[src/rtl/oka_pkg.sv]
// oka_pkg: shared state encoding, widths and per-phase accumulate term for the sequenced OKA64 multiplier
package oka_pkg;
  localparam int HALF_W = 32;
  localparam int PROD_W = 63;
  localparam int FULL_W = 127;
  typedef enum logic [2:0] {IDLE, MUL_L, MUL_M, MUL_H, ACC_H, DONE} state_t;
  function automatic logic [FULL_W-1:0] acc_term(input state_t ph, input logic [PROD_W-1:0] p);
    logic [FULL_W-1:0] e;
    e = {{(FULL_W-PROD_W){1'b0}}, p};
    return ph == MUL_L ? e ^ (e << HALF_W) :
           ph == MUL_M ? e << HALF_W :
                         (e << HALF_W) ^ (e << 2*HALF_W);
  endfunction
endpackage

[src/rtl/oka_32bit.sv]
// OKA_32bit: combinational 32x32 carry-less multiplier, one Karatsuba level over 16-bit schoolbook products
module OKA_32bit
  import oka_pkg::*;
(
  input  logic [HALF_W-1:0] a_i,
  input  logic [HALF_W-1:0] b_i,
  output logic [PROD_W-1:0] p_o
);
  function automatic logic [30:0] cl16(input logic [15:0] x, input logic [15:0] y);
    logic [30:0] r;
    r = '0;
    for (int i = 0; i < 16; i++) r ^= y[i] ? ({15'b0, x} << i) : 31'b0;
    return r;
  endfunction
  logic [30:0] z0, z1, z2;
  assign z0 = cl16(a_i[15:0], b_i[15:0]);
  assign z1 = cl16(a_i[15:0] ^ a_i[31:16], b_i[15:0] ^ b_i[31:16]);
  assign z2 = cl16(a_i[31:16], b_i[31:16]);
  assign p_o = {32'b0, z0} ^ ({32'b0, z0 ^ z1 ^ z2} << 16) ^ ({32'b0, z2} << 32);
endmodule

[src/rtl/oka64_seq.sv]
// oka64_seq: 64x64 carry-less multiplier sharing one 32-bit OKA core over low/middle/high phases.
// Define OKA64_SEQ_PIPE_EN to register the core product, adding the ACC_H state and one cycle of latency.
module oka64_seq
  import oka_pkg::*;
#(
  parameter int CNT_W = 16
) (
  input  logic              clk,
  input  logic              rst_n,
  input  logic              in_valid,
  output logic              in_ready,
  input  logic [63:0]       a,
  input  logic [63:0]       b,
  output logic              out_valid,
  input  logic              out_ready,
  output logic [FULL_W-1:0] y,
  output logic              busy,
  output logic [CNT_W-1:0]  op_cnt
);
  state_t state_q, state_d, acc_ph;
  logic [63:0] a_q, b_q;
  logic [FULL_W-1:0] acc_q, acc_d;
  logic [CNT_W-1:0] op_cnt_q, op_cnt_d;
  logic [HALF_W-1:0] mul_a, mul_b;
  logic [PROD_W-1:0] prod, acc_p;
  logic take, give, acc_en;
  assign take = state_q == IDLE && in_valid;
  assign give = state_q == DONE && out_ready;
  assign mul_a = state_q == MUL_L ? a_q[31:0] : state_q == MUL_M ? a_q[31:0] ^ a_q[63:32] : a_q[63:32];
  assign mul_b = state_q == MUL_L ? b_q[31:0] : state_q == MUL_M ? b_q[31:0] ^ b_q[63:32] : b_q[63:32];
  OKA_32bit u_mul (.a_i(mul_a), .b_i(mul_b), .p_o(prod));
`ifdef OKA64_SEQ_PIPE_EN
  localparam state_t H_NEXT = ACC_H;
  logic [PROD_W-1:0] prod_q;
  // each accumulate lands one state after its issue, so it uses the previous phase's term
  assign acc_en = state_q inside {MUL_M, MUL_H, ACC_H};
  assign acc_ph = state_q == MUL_M ? MUL_L : state_q == MUL_H ? MUL_M : MUL_H;
  assign acc_p = prod_q;
  always_ff @(posedge clk) begin
    if (!rst_n) prod_q <= '0;
    else prod_q <= prod;
  end
`else
  localparam state_t H_NEXT = DONE;
  assign acc_en = state_q inside {MUL_L, MUL_M, MUL_H};
  assign acc_ph = state_q;
  assign acc_p = prod;
`endif
  always_comb begin
    state_d = state_q == IDLE  ? (in_valid ? MUL_L : IDLE) :
              state_q == MUL_L ? MUL_M :
              state_q == MUL_M ? MUL_H :
              state_q == MUL_H ? H_NEXT :
              state_q == ACC_H ? DONE :
                                 (out_ready ? IDLE : DONE);
    acc_d = take ? '0 : acc_en ? acc_q ^ acc_term(acc_ph, acc_p) : acc_q;
    op_cnt_d = give && !(&op_cnt_q) ? op_cnt_q + CNT_W'(1) : op_cnt_q;
  end
  always_ff @(posedge clk) begin
    if (!rst_n) begin
      state_q <= IDLE;
      a_q <= '0;
      b_q <= '0;
      acc_q <= '0;
      op_cnt_q <= '0;
    end else begin
      state_q <= state_d;
      if (take) begin
        a_q <= a;
        b_q <= b;
      end
      acc_q <= acc_d;
      op_cnt_q <= op_cnt_d;
    end
  end
  assign in_ready = state_q == IDLE;
  assign busy = state_q != IDLE;
  assign out_valid = state_q == DONE;
  assign y = acc_q;
  assign op_cnt = op_cnt_q;
endmodule
[config.mk]
export PLATFORM = sky130hd
export DESIGN_NAME = oka64_seq
export DESIGN_NICKNAME = d
export VERILOG_FILES = /design/src/rtl/oka_pkg.sv /design/src/rtl/oka_32bit.sv /design/src/rtl/oka64_seq.sv
export SDC_FILE = /design/constraint.sdc
export NUM_CORES = 1
export LEC_CHECK = 0
export CORE_MARGIN = 2
export CORE_UTILIZATION = 59
export CTS_BUF_LIST = sky130_fd_sc_hd__clkbuf_16
export DETAILED_ROUTE_END_ITERATION = 10
export PLACE_DENSITY = 0.83
export RECOVER_POWER = 25
export SLEW_MARGIN = 30
export SYNTH_ARGS = -nofsm -noshare
export SYNTH_HDL_FRONTEND = slang
export SYNTH_HIERARCHICAL = 1
export SYNTH_SLANG_ARGS = --single-unit
[constraint.sdc]
create_clock -name clk -period 4.3 [get_ports clk]
set_input_delay 0.43 -clock clk [delete_from_list [all_inputs] [get_ports clk]]
set_output_delay 0.43 -clock clk [all_outputs]
set_load 0.01 [all_outputs]
==> results.txt <==
clk_skew: 0.0189 ns
vias in the first global route: 21,500
RSZ-0062 raised after global routing: yes
Clock Tree Root: clkbuf_16
number of setup violations in the final report: 1
site row count: 75
startpoint types: flop
Hold Crit Start: b[44]
worst min-delay path class: in2reg
routing usage on met3: 5.45%
flops & latches, synth: 274
R2R cell count: 20
GR Util met2: 51.4%
Final Critical Period: 4.34 ns
Synth warnings: 6
Yosys top cell area share: 21.9%
Worst Slack Setup Final: -0.0376 ns
Hold Vio Cnt, Final: 0
initial DRC count: 2,517
syn_area_per_cell: 7.65 um2
placement-stage cell area: 0.0282 mm2
initial antenna violation count: 0
# DRC: 0
number of enable flip-flop cells after synthesis: 0
Avg WL per Cell: 18.2 um
final slew viol count: 34
Vias: 22,700
hold-fix buffer count after cts: 0
setup TNS: -0.0376 ns
pwr/cell area: 351 mW/mm2
Crit Path Category: reg2reg
drt total wl: 74.7 mm
Gate Count Post-Synth: 3,269
Async S/R FF share, synth: 0%
Clk pin slew, worst setup/hold paths: 0.06 ns
H-tree lvl count: 1
status: complete, but fails checks
Worst EP arrival: 4.77 ns
syn nets: 3,402
synthesized cell area: 0.0250 mm2
Die Y: 210 um
Synth area leader: dfxtp_1
max cap viols: 1
Relative slew margins: -19.5%
hold path cells: 3
main flop type after synthesis: dfxtp_1
number of port buffers: 277
failing checks: max-capacitance violations, max-slew violations, negative setup slack
grt total ovfl: 0
CORE AREA: 0.0419 mm2
met1 GRT Util: 41.8%
largest net degree at the start of global routing: 81
utilization after layout: 70.8%
share of cells above drive strength 1: 11.1%
FF-to-FF Start: acc_ph[0]$_SDFF_PN0_
global-route wire length before repair: 115 mm
CTS Buf Count: 29
synth top area cells: dfxtp_1 22%, xnor2_1 20%, nand2_1 14%
f_max: 231 MHz
NumNets Final: 3,677
Distinct cells, synth: 53
r2r endpoint: y[55]$_SDFFE_PP0P_
CTS tree: done
CP Max Fanout: 32
HPWL Detailed: 50.9 mm
GPL Wtd Cong: 0.996
Max IR drop VDD: 0.316 mV
worst-case clock buffer depth: 3
Routed Antenna Nets: 0
n_diodes: 0
Worst Path Required: 4.74 ns
width of the die: 210 um
# IOs: 278
GRT Overall Usage: 32.2%
register area share after synthesis: 21.9%
final worst-path cycle share: 101%
P_leak: 9.83 nW
hold endpoint: b_q[44]$_SDFFE_PN0P_
Worst Tran Pin Value: 1.79 ns
reg2reg setup slack: -0.04 ns
worst hold margin: 0.424 ns
Layout area overhead: 18.8%
Clock Sinks: 274
Die Area: 0.0441 mm2
Via-to-Cell Ratio: 5.54
first-pass iteration count of the detailed router: 5
initial core utilization: 59.6%
crit path capture type: flop
clk_lat worst skew: 0.56 ns
busiest grt layer: met2
fin area: 0.0297 mm2
-- timing repair --
action                     4_1_cts  5_1_grt
pin swaps                        3       13
gates cloned                     0        2
resized for setup                0       30
setup endpoints to repair        2       56
buffers inserted                10       34
-- power breakdown --
group          switching (W)  internal, W
Combinational        0.00291      0.00242
Sequential          0.000109      0.00269
Clock                0.00101      0.00127
-- how the worst max path moves through the flow --
stage / from / to / depth (start not counted)
after floorplan: acc_ph[0]$_SDFF_PN0_ / y[93]$_SDFFE_PP0P_ / 20
after global placement: acc_ph[0]$_SDFF_PN0_ / y[33]$_SDFFE_PP0P_ / 19
after detailed placement: acc_ph[0]$_SDFF_PN0_ / y[33]$_SDFFE_PP0P_ / 19
after CTS: acc_ph[0]$_SDFF_PN0_ / y[33]$_SDFFE_PP0P_ / 18
after global routing: acc_ph[0]$_SDFF_PN0_ / y[55]$_SDFFE_PP0P_ / 20
final: acc_ph[0]$_SDFF_PN0_ / y[55]$_SDFFE_PP0P_ / 20
-- area by class of cell --
type	instances	area [um2]
clock buffer	29	726
clock inverter	23	130
multi-input combinational	2726	17400
sequential	274	5490
tap	539	674
fill	3125	12200
inverter	3	11.3
timing repair buffer	510	5290
-- per-layer routing --
metal	routed length (um)	share of wire [%]	vias to the layer above
met4	4330	5.8	0
met1	29500	39	10500
met2	33300	45	1371
li1	-	-	10600
met3	7550	10	314
met5	0	0	-
-- cell usage in the layout, fill, tap and decap left out, types with 21 or more instances in the layout --
cell type,netlist,layout
nand2_1,961,960
xnor2_1,585,564
xor2_1,365,361
nor2_1,353,352
clkdlybuf4s50_1,0,276
dfxtp_1,274,273
buf_4,50,169
a21boi_1,113,113
buf_12,0,58
o21ai_0,37,37
a21boi_0,37,37
or3_1,35,35
nand3_1,34,34
a21oi_1,35,34
xnor2_4,32,32
clkbuf_16,0,31
o21ai_1,30,30
nor3b_2,30,29
xnor2_2,0,21
-- sequential cells by signal, summed over array words and instances, names as in the netlist --
name,flops
a_q,64
acc_ph,3
b_q,64
y,127
op_cnt,16
-- synth_stat cells, types with 3 or more instances --
cell and count:
clkbuf_1 28, nor3_1 4, nor2b_1 6, buf_2 39, xor2_1 365, o21ai_0 37, a21oi_1 35, a21boi_2 10
o21ai_1 30, buf_8 3, nand4_1 6, buf_4 50, a21boi_1 113, or3_1 35, dfxtp_1 274, nand2_2 11
xnor2_1 585, nor3b_2 30, a21boi_0 37, nor2_1 353, nand2_1 961, and3_1 3, and2_1 12, buf_6 143
xnor2_4 32, nand3_1 34
-- stage by stage --
step                setup WS [ns]  total power, W  instances
global route               -0.266          0.0108       4104
CTS                       -0.0136          0.0100       4068
finish                    -0.0376          0.0104       4104
detailed placement        -0.0177         0.00771       4006
floorplan                   0.527         0.00617       3269
global placement           0.0239         0.00762       4006
-- critical path, cell delays in order, from the launching register on --
cell and delay [ns]:
dfxtp_2 0.39, nor2_1 0.07, or2_1 0.25, a21oi_4 0.15, buf_12 0.15, clkbuf_16 0.23
nand2_1 0.09, xor2_1 0.19, buf_12 0.17, xnor2_4 0.49, nor2_1 0.19, xnor2_1 0.25
xnor2_1 0.18, xnor2_1 0.16, xnor2_1 0.13, xnor2_2 0.28, buf_4 0.19, a21boi_0 0.25
o21ai_1 0.15, xor2_1 0.17, nor2_1 0.06
-- cell families after synthesis --
family          count (synthesis)  share of synthesized area, %
xor+xnor                      983                          36.9
compound gates                268                          7.27
fa+ha+maj                       1                        0.0500
buf+inv                       269                          9.45
flops                         274                          21.9
simple gates                 1472                          24.4
mux                             2                        0.0800
(Power assumes the default switching activity.)
